===== src/rtl/bus_cmd_parser.sv =====
// ASCII command-line parser: turns "Raaaa<CR|LF>" / "Waaaadddd<CR|LF>" byte streams
// into single-cycle register-bus transactions, flagging malformed lines on error_o.
module bus_cmd_parser #(
  parameter int ADDR_WIDTH = 16,
  parameter int DATA_WIDTH = 16
) (
  input  logic                  clk,
  input  logic                  rst,
  input  logic [7:0]            data_i,
  input  logic                  valid_i,
  output logic [ADDR_WIDTH-1:0] addr_o,
  output logic [DATA_WIDTH-1:0] wdata_o,
  output logic [DATA_WIDTH-1:0] rdata_o,
  output logic                  rw_o,
  output logic                  valid_o,
  output logic                  error_o
);

  localparam int ADDR_DIGITS = ADDR_WIDTH / 4;
  localparam int DATA_DIGITS = DATA_WIDTH / 4;
  localparam int MAX_DIGITS  = (ADDR_DIGITS > DATA_DIGITS) ? ADDR_DIGITS : DATA_DIGITS;
  localparam int CNT_W       = $clog2(MAX_DIGITS + 1);
  localparam logic [CNT_W-1:0] ADDR_LAST = CNT_W'(ADDR_DIGITS - 1);
  localparam logic [CNT_W-1:0] DATA_LAST = CNT_W'(DATA_DIGITS - 1);

  typedef enum logic [1:0] {S_IDLE, S_ADDR, S_DATA, S_END} state_t;

  state_t                state;
  state_t                state_next;
  logic [CNT_W-1:0]      cnt;
  logic [ADDR_WIDTH-1:0] addr_sr;
  logic [DATA_WIDTH-1:0] data_sr;
  logic                  is_write;

  logic       is_hex;
  logic [3:0] nibble;
  logic       is_term;
  logic       is_rd_cmd;
  logic       is_wr_cmd;

  logic start;
  logic shift_addr;
  logic shift_data;
  logic issue;
  logic flag_err;

  // Returns {valid, nibble}; letters map via their low nibble plus 9 ('A'/'a' -> 10).
  function automatic logic [4:0] hex_decode(input logic [7:0] b);
    if (b >= 8'h30 && b <= 8'h39)
      hex_decode = {1'b1, b[3:0]};
    else if ((b >= 8'h41 && b <= 8'h46) || (b >= 8'h61 && b <= 8'h66))
      hex_decode = {1'b1, b[3:0] + 4'd9};
    else
      hex_decode = 5'b0;
  endfunction

  assign {is_hex, nibble} = hex_decode(data_i);
  assign is_term   = (data_i == 8'h0D) || (data_i == 8'h0A);
  assign is_rd_cmd = (data_i == 8'h52) || (data_i == 8'h72);
  assign is_wr_cmd = (data_i == 8'h57) || (data_i == 8'h77);

  // Read commands have no bus-side data source upstream of the chain.
  assign rdata_o = '0;

  always_ff @(posedge clk or posedge rst) begin
    if (rst) state <= S_IDLE;
    else     state <= state_next;
  end

  always_comb begin
    state_next = state;
    if (valid_i) begin
      case (state)
        S_IDLE: if (is_rd_cmd || is_wr_cmd) state_next = S_ADDR;
        S_ADDR: begin
          if (!is_hex)                state_next = S_IDLE;
          else if (cnt == ADDR_LAST)  state_next = is_write ? S_DATA : S_END;
        end
        S_DATA: begin
          if (!is_hex)                state_next = S_IDLE;
          else if (cnt == DATA_LAST)  state_next = S_END;
        end
        default:                      state_next = S_IDLE;
      endcase
    end
  end

  // Bare CR/LF in IDLE is silently dropped so "\r\n" line endings never raise an error.
  always_comb begin
    start      = 1'b0;
    shift_addr = 1'b0;
    shift_data = 1'b0;
    issue      = 1'b0;
    flag_err   = 1'b0;
    if (valid_i) begin
      case (state)
        S_IDLE: begin
          if (is_rd_cmd || is_wr_cmd) start    = 1'b1;
          else if (!is_term)          flag_err = 1'b1;
        end
        S_ADDR: begin
          if (is_hex) shift_addr = 1'b1;
          else        flag_err   = 1'b1;
        end
        S_DATA: begin
          if (is_hex) shift_data = 1'b1;
          else        flag_err   = 1'b1;
        end
        default: begin
          if (is_term) issue    = 1'b1;
          else         flag_err = 1'b1;
        end
      endcase
    end
  end

  // Byte stage -> registered bus outputs, one cycle after the deciding byte.
  always_ff @(posedge clk or posedge rst) begin
    if (rst) begin
      cnt      <= '0;
      addr_sr  <= '0;
      data_sr  <= '0;
      is_write <= 1'b0;
      addr_o   <= '0;
      wdata_o  <= '0;
      rw_o     <= 1'b0;
      valid_o  <= 1'b0;
      error_o  <= 1'b0;
    end else begin
      valid_o <= issue;
      error_o <= flag_err;
      if (start) begin
        addr_sr  <= '0;
        cnt      <= '0;
        is_write <= is_wr_cmd;
      end
      if (shift_addr) begin
        addr_sr <= (addr_sr << 4) | ADDR_WIDTH'(nibble);
        if (cnt == ADDR_LAST) begin
          cnt     <= '0;
          data_sr <= '0;
        end else begin
          cnt <= cnt + 1'b1;
        end
      end
      if (shift_data) begin
        data_sr <= (data_sr << 4) | DATA_WIDTH'(nibble);
        cnt     <= cnt + 1'b1;
      end
      if (issue) begin
        addr_o <= addr_sr;
        rw_o   <= is_write;
        if (is_write) wdata_o <= data_sr;
      end
    end
  end

endmodule

===== config.mk =====
export PLATFORM = sky130hd
export DESIGN_NAME = bus_cmd_parser
export DESIGN_NICKNAME = d
export VERILOG_FILES = /design/src/rtl/bus_cmd_parser.sv
export SDC_FILE = /design/constraint.sdc
export NUM_CORES = 1
export LEC_CHECK = 0
export BUFFER_PORTS_ARGS = -buffer_cell sky130_fd_sc_hd__buf_4
export CAP_MARGIN = 20
export CORE_MARGIN = 5
export CORE_UTILIZATION = 60
export CTS_CLUSTER_SIZE = 30
export DETAILED_ROUTE_END_ITERATION = 6
export GPL_TIMING_DRIVEN = 1
export HOLD_SLACK_MARGIN = 0.1
export PLACE_DENSITY = 0.82
export SETUP_SLACK_MARGIN = 0.3
export SLEW_MARGIN = 40
export SYNTH_ARGS = -nofsm -noshare
export SYNTH_HDL_FRONTEND = slang
export SYNTH_SLANG_ARGS = --single-unit

===== constraint.sdc =====
create_clock -name clk -period 3.3 [get_ports clk]
set_input_delay 0.495 -clock clk [delete_from_list [all_inputs] [get_ports clk]]
set_output_delay 0.495 -clock clk [all_outputs]
set_load 0.01 [all_outputs]

Yosys cells after proc, flatten, opt, wreduce, memory -nomap -nowiden
Index checks and enable logic that the tools add are counted.
{ "classes": {"n_reduce_logical": 18, "order_cmp": 6, "n_bitwise": 2, "n_eq_ne": 12, "add_sub_neg": 2, "n_mux": 34} }
{ "op_table": {"columns": ["cell", "count"], "rows": [
  ["two-way mux 16 bit", 5],
  ["== test 8 x 7 -> 1 bit (second input constant)", 4],
  ["bitwise OR 16 x 4 -> 16 bit", 2],
  ["== test 8 x 4 -> 1 bit (second input constant)", 2],
  ["greater-or-equal comparator 8 x 7 -> 1 bit (second input constant)", 2],
  ["less-or-equal comparator 8 x 7 -> 1 bit (second input constant)", 2],
  ["two-way mux 1 bit", 16],
  ["two-way mux 3 bit", 4],
  ["two-way mux 2 bit", 5],
  ["two-way mux 5 bit", 2],
  ["greater-or-equal comparator 8 x 6 -> 1 bit (second input constant)", 1],
  ["less-or-equal comparator 8 x 6 -> 1 bit (second input constant)", 1],
  ["!= test 3 bit (second input constant)", 2],
  ["one-hot mux 2 bit (3 select lines)", 1],
  ["nonzero test 2 bit", 3],
  ["logical OR 1 bit", 5],
  ["adder 4 bit (second input constant)", 1],
  ["AND reduction 2 bit", 2],
  ["AND reduction 4 bit", 1],
  ["adder 3 x 1 -> 3 bit (second input constant)", 1],
  ["== test 3 x 2 -> 1 bit (second input constant)", 1],
  ["logical AND 1 bit", 3],
  ["nonzero test 3 bit", 1],
  ["OR reduction 3 bit", 1],
  ["other kinds (6)", 6]
]} }
{ "totals": {"elab_cells": 84, "regBits": 73, "input_bits": 11, "output_inout_bits": 51} }

Longest topological paths before layout
Gate-level depths: netlist of run 1.
{ "depth": {"depth_word": 10, "ltp_mapped": 7, "mapped_depth_nobuf": 6} }

Least setup slack after synthesis of run 1
No wires, ideal clock.
{ "synth_path": {"path_type": "input port to flip-flop", "from": "input port data_i[3]", "to": "register addr_o[2]", "n_path_buf": 2, "arrival_ps": 2259, "path_slack_ps": 916, "cell_stages": 5, "t_required_ps": 3175, "cell_sequence": "buf_4 > or4b_4 > nor4_4 > buf_2 > mux2_2"} }
{ "synth_between": {"elab_chain_len": 5, "word_cells_on_any_way": 6} }
{ "synth_lines": {"columns": ["element", "line_no", "text"], "rows": [
  ["from (decl)", "9", "input logic [7:0] data_i,"],
  ["== test 8 x 4 -> 1 bit", "58", "assign is_term = (data_i == 8'h0D) || (data_i == 8'h0A);"],
  ["logical OR 1 bit *", "58", null],
  ["two-way mux 1 bit *", "110", "if (is_term) issue = 1'b1;"],
  ["two-way mux 1 bit *", "96", "case (state)"],
  ["two-way mux 1 bit *", "95", "if (valid_i) begin"],
  ["net issue", "44", "logic issue;"],
  ["to (signal assigned)", "151", "addr_o <= addr_sr;"],
  ["to (decl)", "11", "output logic [ADDR_WIDTH-1:0] addr_o,"]
]} }
The timed path passes the listed nets; every way through them passes the cells marked *.
A chain may end at the register's enable or synchronous reset.

Worst setup path in the final report of run 1
{ "layout_path": {"from": "input port data_i[0]", "to": "register addr_sr[13]"} }
{ "layout_between": {"elab_chain_len": 9, "word_cells_on_any_way": 27} }
{ "layout_lines": {"columns": ["element", "line_no", "text"], "rows": [
  ["greater-or-equal comparator 8 x 7 -> 1 bit or less-or-equal comparator 8 x 7 -> 1 bit (tied branches)", "51", "else if ((b >= 8'h41 && b <= 8'h46) || (b >= 8'h61 && b <= 8'h66))"],
  ["logical AND 1 bit", "51", null],
  ["logical OR 1 bit", "51", null],
  ["two-way mux 5 bit", "51", null],
  ["two-way mux 5 bit", "49", "if (b >= 8'h30 && b <= 8'h39)"],
  ["two-way mux 1 bit", "102", "if (is_hex) shift_addr = 1'b1;"],
  ["two-way mux 1 bit", "96", null],
  ["two-way mux 1 bit", "95", null],
  ["two-way mux 16 bit or nonzero test 2 bit (tied branches)", null, null],
  ["to (signal assigned)", "138", "addr_sr <= (addr_sr << 4) | ADDR_WIDTH'(nibble);"],
  ["to (decl)", "31", "logic [ADDR_WIDTH-1:0] addr_sr;"]
]} }
Several ways; a longest one is shown, not always the timed one.

==> metrics list, run 1 <==
* Post-DP HPWL: 4505 um
* Diode count: 0
- The later pin in the worst-skew pair is clocked with a latency of 0.35 ns.
- Number of buffers added to fix hold violations after cts: 0
- Number of global-route vias before repair: around 2300
- For the pin with the worst max-slew slack, the measured transition is 0.7179 ns.
* Result of the run: completed
* Width of the chip: 85.91 um
* CTS HTree Levels: 3
- Cell internal power was estimated by the tool at 1361 uW.
* XOR/XNOR Fraction of Synth Area: 0
- Area contributors post-synth: sky130_fd_sc_hd__dfrtp_1 (53%), sky130_fd_sc_hd__mux2_2 (7.8%), sky130_fd_sc_hd__mux2i_1 (5.5%)
- Summing over every cut layer, the via total after detailed routing is 2240.
- Overall die area: 0.007380 mm2
- STA classifies the critical path endpoint as a register.
- Most common cell after layout, fill and taps aside: sky130_fd_sc_hd__dfrtp_1
* Clock buffer count from CTS: 9
- Summed over all cells, the static leakage comes to around 0.0021 uW.
- Reg2Reg Capture Point: state[0]
- Final sum of negative setup slack: 0 ns
* Drt pass-1 iters: 4
- Area growth syn-to-layout: 15.96%
- The Yosys step of the flow raised 0 warnings.
- The portion of synthesized area spent on multiplexers is 0.1723.
- Largest net degree at the start of global routing: 40
* DP Cell Count: 391
- For this design the top-level I/O count stands at 62.
- Using the TritonRoute via totals, the vias-per-cell ratio works out to 5.504.
- Number of input and output port buffers inserted: 45
- sky130_fd_sc_hd__dfrtp_1 takes more of the synthesized area than any other cell.
- Maximum Capacitance Violations: 0
* Clock tree from TritonCTS: built
- The finished layout holds 407 standard cells, fillers aside.
* Cells after synthesis: 280
- Filler cell count: between 400 and 500
* Total global-route track usage: 0.1891
- The clock net in this run drives a total of 73 sinks.
- Dividing the detail-routed wire length by the instance count gives 15.51 um.
* Worst EP arrival: 2.44 ns
- The share of total power dissipated in the clock network is 0.330.
- Portion of total power attributed to sequential cells: 0.525
- Logic gate share of total power: 0.145
- Period Utilization, post-route: 0.6597
* Pwr per Cell Area: 472.2 mW/mm2
- Fraction of post-synthesis cell area in the top cell type by area: 0.5284
- # resized after CTS: 0
* Fraction of the mapped netlist area in simple logic gates: 0.07600
- Count of nets after finishing: around 350
- Post-route antenna net violation count: 0
* Cell row count: 27
- The root buffer cell chosen for the clock tree is sky130_fd_sc_hd__clkbuf_8.
* Maximum net fanout on the critical path: 16
- Share of layout cells above drive strength 1: 0.3194
- The worst register-to-register path has a depth of 6.
- At the placement stage, the worst setup path has a slack of 0.7797 ns.
- The clock passes through at most 2 buffers.
* Wire length of the first global-routing pass: 10900 um
* Total setup buffers inserted after CTS: 0
- Setup violations remaining at the end of the flow were counted as 0.
- Worst setup skew after layout: 0.01329 ns
* Async set or reset register ratio after synthesis: 1.000
* Post-synthesis cell area: approximately 0.0035 mm2
- Placeable core area: 0.005540 mm2
- Yosys mapped the design onto 50 distinct sky130hd cell types.
- In this run the worst setup path begins at data_i[0].
- Adder-cell share of the synthesized area: 0.03981
- The setup check on the worst reg-to-reg path leaves a slack of about 1.4 ns.
* Number of register bits inferred by synthesis: 73
* Clock transition at the register clock pins on the worst setup and hold paths after CTS: 0.08 ns
- The average instance in the mapped netlist occupies around 12 um2.
* F_max: approximately 460 MHz
- Final hold violations: 0
- The worst setup path is launched from an input port.
- Effective utilization at floorplan: 0.6240
* Final worst path period need: 2.177 ns
- The startpoint identified for the worst register-to-register timing path is cnt[0].
* Proportion of total power due to net switching: 0.2809
- The number of antenna violations at the first check in global routing is 0.
- Relative slew slack: 0.5191
* Fraction of the mapped netlist area in compound gates: 0.1050
- The number of max-slew violations in the final report is 0.
- Setup repair after global routing left no endpoint under its margin.
* Type of the worst setup path: in2reg
- Placer congestion estimate: 0.9094
- IR Drop Worst-Case VDD: 0.3242 mV
- DRC viols: 0
- Final Worst Setup Slack: about 1.1 ns
- After global routing the overflow that remains totals 0.
- For this block, the routed nets add up to 6311 um of wire.
- Hold Path Class: in2async
- In this run the power spent charging and discharging nets is 531.8 uW.
- The most used flip-flop cell after synthesis is sky130_fd_sc_hd__dfrtp_1.
* First-iteration detailed-routing DRC count: around 150
- Seq/Total Area, Yosys: 0.5284
* Number of enable flip-flop cells after synthesis: 0
- Required time reported for the critical path endpoint: approximately 3.6 ns
- Commonest cells after routing, fill and taps aside: sky130_fd_sc_hd__dfrtp_1 (73), sky130_fd_sc_hd__buf_4 (49), sky130_fd_sc_hd__nand2_1 (24), sky130_fd_sc_hd__mux2_2 (24), sky130_fd_sc_hd__inv_1 (24)
- After synthesis, the largest family of logic cells by area is multiplexers.
- In this run the vertical extent of the chip is 85.91 um.
power by group through the flow:
stage	combinational (uW)	clock (uW)	sequential, uW
after floorplan	219	0	1000
after global placement	263	0	1010
after detailed placement	276	0	1010
after CTS	277	641	993
after global routing	315	683	1000
final	275	625	993
registers in the layout, summed over array words and instances (netlist names):
name      cells
valid_o       1
cnt           3
wdata_o      16
data_sr      16
is_write      1
rw_o          1
addr_sr      16
addr_o       16
error_o       1
state         2
synth_stat cells (all sizes together) (3+ instances only):
master,n
dfrtp,73
mux2,33
inv,25
nand2,25
buf,22
mux2i,19
a22o,12
ha,11
a21oi,5
o21ai,5
clkbuf,4
o2bb2ai,4
a22oi,3
area by class of cell:
cell class | instances | area (um2) | share of cell area
clock inverters | 6 | 43.79 | 0.01092
well taps | 72 | 90.09 | 0.02247
repair buffers | 50 | 387.9 | 0.09675
flip-flops and latches | 73 | 1827 | 0.4557
multi-input cells | 171 | 1428 | 0.3561
inverters | 25 | 95.09 | 0.02372
clock buffers | 10 | 137.6 | 0.03433
worst max path at each step:
| stage | to | slack [ns] |
|---|---|---|
| floorplan | addr_o[2] | 0.92 |
| detailed placement | addr_sr[6] | 0.78 |
| global route | addr_sr[6] | 0.96 |
| CTS | addr_sr[13] | 1.10 |
| global placement | addr_sr[11] | 0.71 |
| finish | addr_sr[13] | 1.12 |
stage by stage:
stage          instance area [um2]  total power [uW]    util  hold slack [ns]
3_3_place_gp                  3817              1270  0.6890           0.4850
3_5_place_dp                  3826              1286  0.6906           0.4931
2_1_floorplan                 3513              1218       -           0.4691
5_1_grt                       4009              2000  0.7236           0.2352
4_1_cts                       4008              1911  0.7234           0.2840
6_report                      4009              1893  0.7236           0.1973
critical path, cell delays in order:
cell                       delay, ns
sky130_fd_sc_hd__buf_4          0.13
sky130_fd_sc_hd__inv_1          0.08
sky130_fd_sc_hd__ha_1           0.17
sky130_fd_sc_hd__nor3b_1        0.44
sky130_fd_sc_hd__nor3_2         0.18
sky130_fd_sc_hd__o211ai_4       0.64
sky130_fd_sc_hd__mux2i_1        0.29
cell families (layout without fill, tap and decap cells):
family          count (synthesis)  after routing
compound gates                 47             47
fa+ha+maj                      11             11
buf+inv                        51             91
flops                          73             73
mux                            52             52
other cells                     1             16
simple gates                   45             45
metal layers:
layer | track usage | up-vias | part of all wire
li1 | - | 1052 | -
met1 | 0.2509 | 1124 | 0.45
met2 | 0.2943 | 56 | 0.49
met3 | 0.04803 | 8 | 0.051
met4 | 0.08201 | 0 | 0.014
met5 | 0 | - | 0
Power figures use the tool's default switching activity.
==> run 2: changes to the inputs <==
- ABC_AREA: default -> 1
- CORE_UTILIZATION: 60 -> 50
- PLACE_DENSITY: 0.82 -> 0.72
- clock period: 3.3 -> 1.8 ns (I/O delays scaled with it)
==> run 2 against run 1 <==
Hold slack improved by 0.084 ns. Sequential cell count unchanged. Power grew 110%. Via count increased by 17%. Critical path depth stayed put.
==> metrics list, run 2 <==
- The pin count of the biggest net entering global routing was 54 (+35%).
* Clock tree from TritonCTS: built
- The worst IR drop on VDD is 0.3954 mV (+22%).
* Drt pass-1 iters: 4 (unchanged)
* Number of global-route vias before repair: 2405 (+6.2%)
- Number of top-level pins: 62 (unchanged)
* Placeable core area: 0.006794 mm2 (+23%)
- Share of layout cells above drive strength 1: 0.2232 (-0.09617)
* Number of input and output port buffers inserted: 45 (unchanged)
* Maximum buffer depth of the clock tree: 2 (unchanged)
- RSZ-0062 raised after global routing: yes
- Initial antenna violation count: 0 (unchanged)
- Placer congestion estimate: 0.8814 (-3.1%)
* Cells after synthesis: 385 (+38%)
- The count of flip-flops with a built-in enable after synthesis came to 0 (unchanged).
- The worst setup path is captured at a register.
- Most instantiated library cell after synthesis: sky130_fd_sc_hd__nand2_1
- Async set or reset register ratio after synthesis: 1.000 (unchanged)
- The cell row count came to 30 (+11%).
- Static timing analysis puts the maximum clock frequency at 680.3 MHz.
- The total number of yosys warnings came to 0 (unchanged).
* Most common cell after layout, fill and taps aside: sky130_fd_sc_hd__nand2_1
- Overall die area: 0.008789 mm2 (+19%)
* Detail-routed net length per standard cell: 12.87 um (-17%)
- Maximum Capacitance Violations: 0 (unchanged)
- CTS HTree Levels: 3 (unchanged)
- Worst EP arrival: 1.67 ns (-0.77 ns)
- Final Max Tran Viols: 0 (unchanged)
* Fraction of post-synthesis cell area in the top cell type by area: 0.5209 (-0.007541)
* Type of the worst setup path: reg2reg
* Primary FF master, synth: sky130_fd_sc_hd__dfrtp_1
- Die Ht: 93.75 um (+9.1%)
- The die width is 93.75 um (+9.1%).
* Leakage power of the design: 0.002223 uW (+4.3%)
* Nature of the critical path startpoint: register
- The setup skew after layout was 0.01204 ns (-0.001258 ns).
- The overall power of the completed layout came to 3928 uW (+110%).
- DRC viols: 0 (unchanged)
* Mean instance size in the synthesized netlist: 9.109 um2 (-26%)
- In this run the worst hold path is classified as in2reg.
- Period Utilization, post-route: 0.8167
- Ranked by total cell area, the synthesized netlist is headed by sky130_fd_sc_hd__dfrtp_1 (52%), sky130_fd_sc_hd__nand2_1 (12%), sky130_fd_sc_hd__buf_4 (4.1%).
- Final sum of negative setup slack: 0 ns (unchanged)
- Area growth syn-to-layout: 17.95%
- The peak fanout along the critical path was 18 (+2).
- Commonest cells after routing, fill and taps aside: sky130_fd_sc_hd__nand2_1 (111), sky130_fd_sc_hd__dfrtp_1 (73), sky130_fd_sc_hd__buf_4 (50)
- The number of clock sinks is 73 (unchanged).
* Final global-route overflow total: 0 (unchanged)
- The number of DRC markers in iteration 0 is 131 (-11%).
- Final hold violations: 0 (unchanged)
- The final count of negative-setup-slack endpoints is 0 (unchanged).
- The total number of nets in the final design is 457 (+30%).
- Clock transition at the register clock pins on the worst setup and hold paths after CTS: 0.08 ns (about the same)
* Effective utilization at floorplan: 0.5162 (-0.1078)
- Clock buffer count from CTS: 9 (unchanged)
* Clock latency reported for the late side of the worst-skew pair: 0.34 ns (about the same)
* DR vias/cell: 4.901 (-11%)
* Wire length of the first global-routing pass: 11170 um (+2.5%)
- Result of the run: completed
- Seq/Total Area, Yosys: 0.5209 (-0.007541)
- The number of filler cells placed in the layout is 575 (+40%).
* Most frequent cells after synthesis: sky130_fd_sc_hd__nand2_1 (112), sky130_fd_sc_hd__dfrtp_1 (73), sky130_fd_sc_hd__inv_1 (38)
* Routed wire length: 6888 um (+9.1%)
- Of all cell types, the one taking the most synthesized area is sky130_fd_sc_hd__dfrtp_1.
* Post-synthesis cell area: 0.003507 mm2 (+1.4%)
- Number of distinct library cells after synthesis: 32 (-36%)
* Post-DP HPWL: 4660 um (+3.5%)
- Root Driver: sky130_fd_sc_hd__clkbuf_8
- The total power divided by cell area came to 949.5 mW/mm2 (+100%).
- Final Hold Slack: 0.2810 ns (+0.08364 ns)
- The number of synthesized register bits is 73 (unchanged).
- Post-route antenna net violation count: 0 (unchanged)
- The antenna diode count came to 0 (unchanged).
- The critical path required time was 2.00 ns (-1.56 ns).
- Total via count after detailed routing: 2622 (+17%)
- Total global-route track usage: 0.1597 (-0.02943)
* Final worst path period need: between 1 and 1.5 ns
[run 2: cell count changes in the layout (fill, tap and decap cells not counted), sizes merged, moves of 3 or more]
cell	before	now
o22ai	1	14
mux2i	19	0
o2bb2ai	4	0
a22oi	3	0
nor2	2	16
mux2	33	0
a21oi	5	2
inv	24	41
o21ai	5	41
nand2	25	117
a22o	12	0
nand4	2	5
clkinv	6	3
nand3	2	29
[run 2: kinds of logic (layout without fill, tap and decap cells)]
family	Yosys count	count (layout)	share of synthesized area
compound gates	57	57	0.08741
flops	73	73	0.5209
simple gates	168	170	0.2319
xor+xnor	1	1	0.002498
buf+inv	74	111	0.1170
other cells	1	16	0.001069
fa+ha+maj	11	11	0.03924
[run 2: repair_timing]
| action | 4_1_cts | 5_1_grt |
|---|---|---|
| pin swaps | 0 | 4 |
| hold buffers | 1 | 0 |
| endpoints found under the setup margin | 16 | 69 |
| endpoints found under the hold margin | 20 | 0 |
| gates cloned | 0 | 3 |
| gates resized for setup | 2 | 8 |
| setup buffers | 0 | 2 |
[run 2: layout make-up]
cell class / instances / area, um2 / area share
clock buffers: 10 / 137.6 / 0.03327
clock inverters: 5 / 56.30 / 0.01361
inverters: 42 / 166.4 / 0.04023
multi-input cells: 255 / 1379 / 0.3333
flip-flops and latches: 73 / 1827 / 0.4416
well taps: 96 / 120.1 / 0.02904
repair buffers: 54 / 450.4 / 0.1089
[run 2: path summary, 6_finish.rpt]
path                             from           to  slack [ns]  cells after the start
max reg2reg                  state[0]         rw_o        0.33                      7
max in group asynchronous         rst  data_sr[14]        0.70                      4
min                           valid_i      error_o        0.28                      3
max                          state[0]         rw_o        0.33                      7
min reg2reg                wdata_o[4]   wdata_o[4]        0.48                      2
min in group asynchronous         rst   addr_o[11]        0.49                      3
[run 2: worst max-delay path, stage by stage (launching register included)]
cell and delay (ns):
sky130_fd_sc_hd__dfrtp_1 0.41, sky130_fd_sc_hd__ha_1 0.19, sky130_fd_sc_hd__inv_1 0.08, sky130_fd_sc_hd__nor2_4 0.16, sky130_fd_sc_hd__nand2_8 0.15, sky130_fd_sc_hd__clkbuf_16 0.22, sky130_fd_sc_hd__nand2_1 0.05, sky130_fd_sc_hd__o21ai_0 0.07
[run 2: routing by layer]
metal  part of all wire  GRT usage  up-vias
met4              0.015    0.07100        0
met1               0.45     0.2143     1242
met5                  0          0        -
met3              0.054    0.02965        8
met2               0.48     0.2519       67
li1                   -          -     1305
[run 2: power by group]
| part | leakage [uW] | internal [uW] | switching, uW |
|---|---|---|---|
| combinational | 0.00114 | 259 | 453 |
| sequential | 0.000983 | 1860 | 85.7 |
| clock | 0.0000981 | 668 | 598 |
[run 2: stage by stage]
stage / setup slack (ns) / instance area, um2 / utilization / cells
2_1_floorplan: 0.3866 / 3567 / - / 400
3_3_place_gp: 0.09597 / 3837 / 0.5648 / 514
3_5_place_dp: 0.03169 / 3837 / 0.5648 / 514
4_1_cts: 0.3169 / 4055 / 0.5969 / 530
5_1_grt: 0.2616 / 4136 / 0.6088 / 535
6_report: 0.3300 / 4136 / 0.6088 / 535
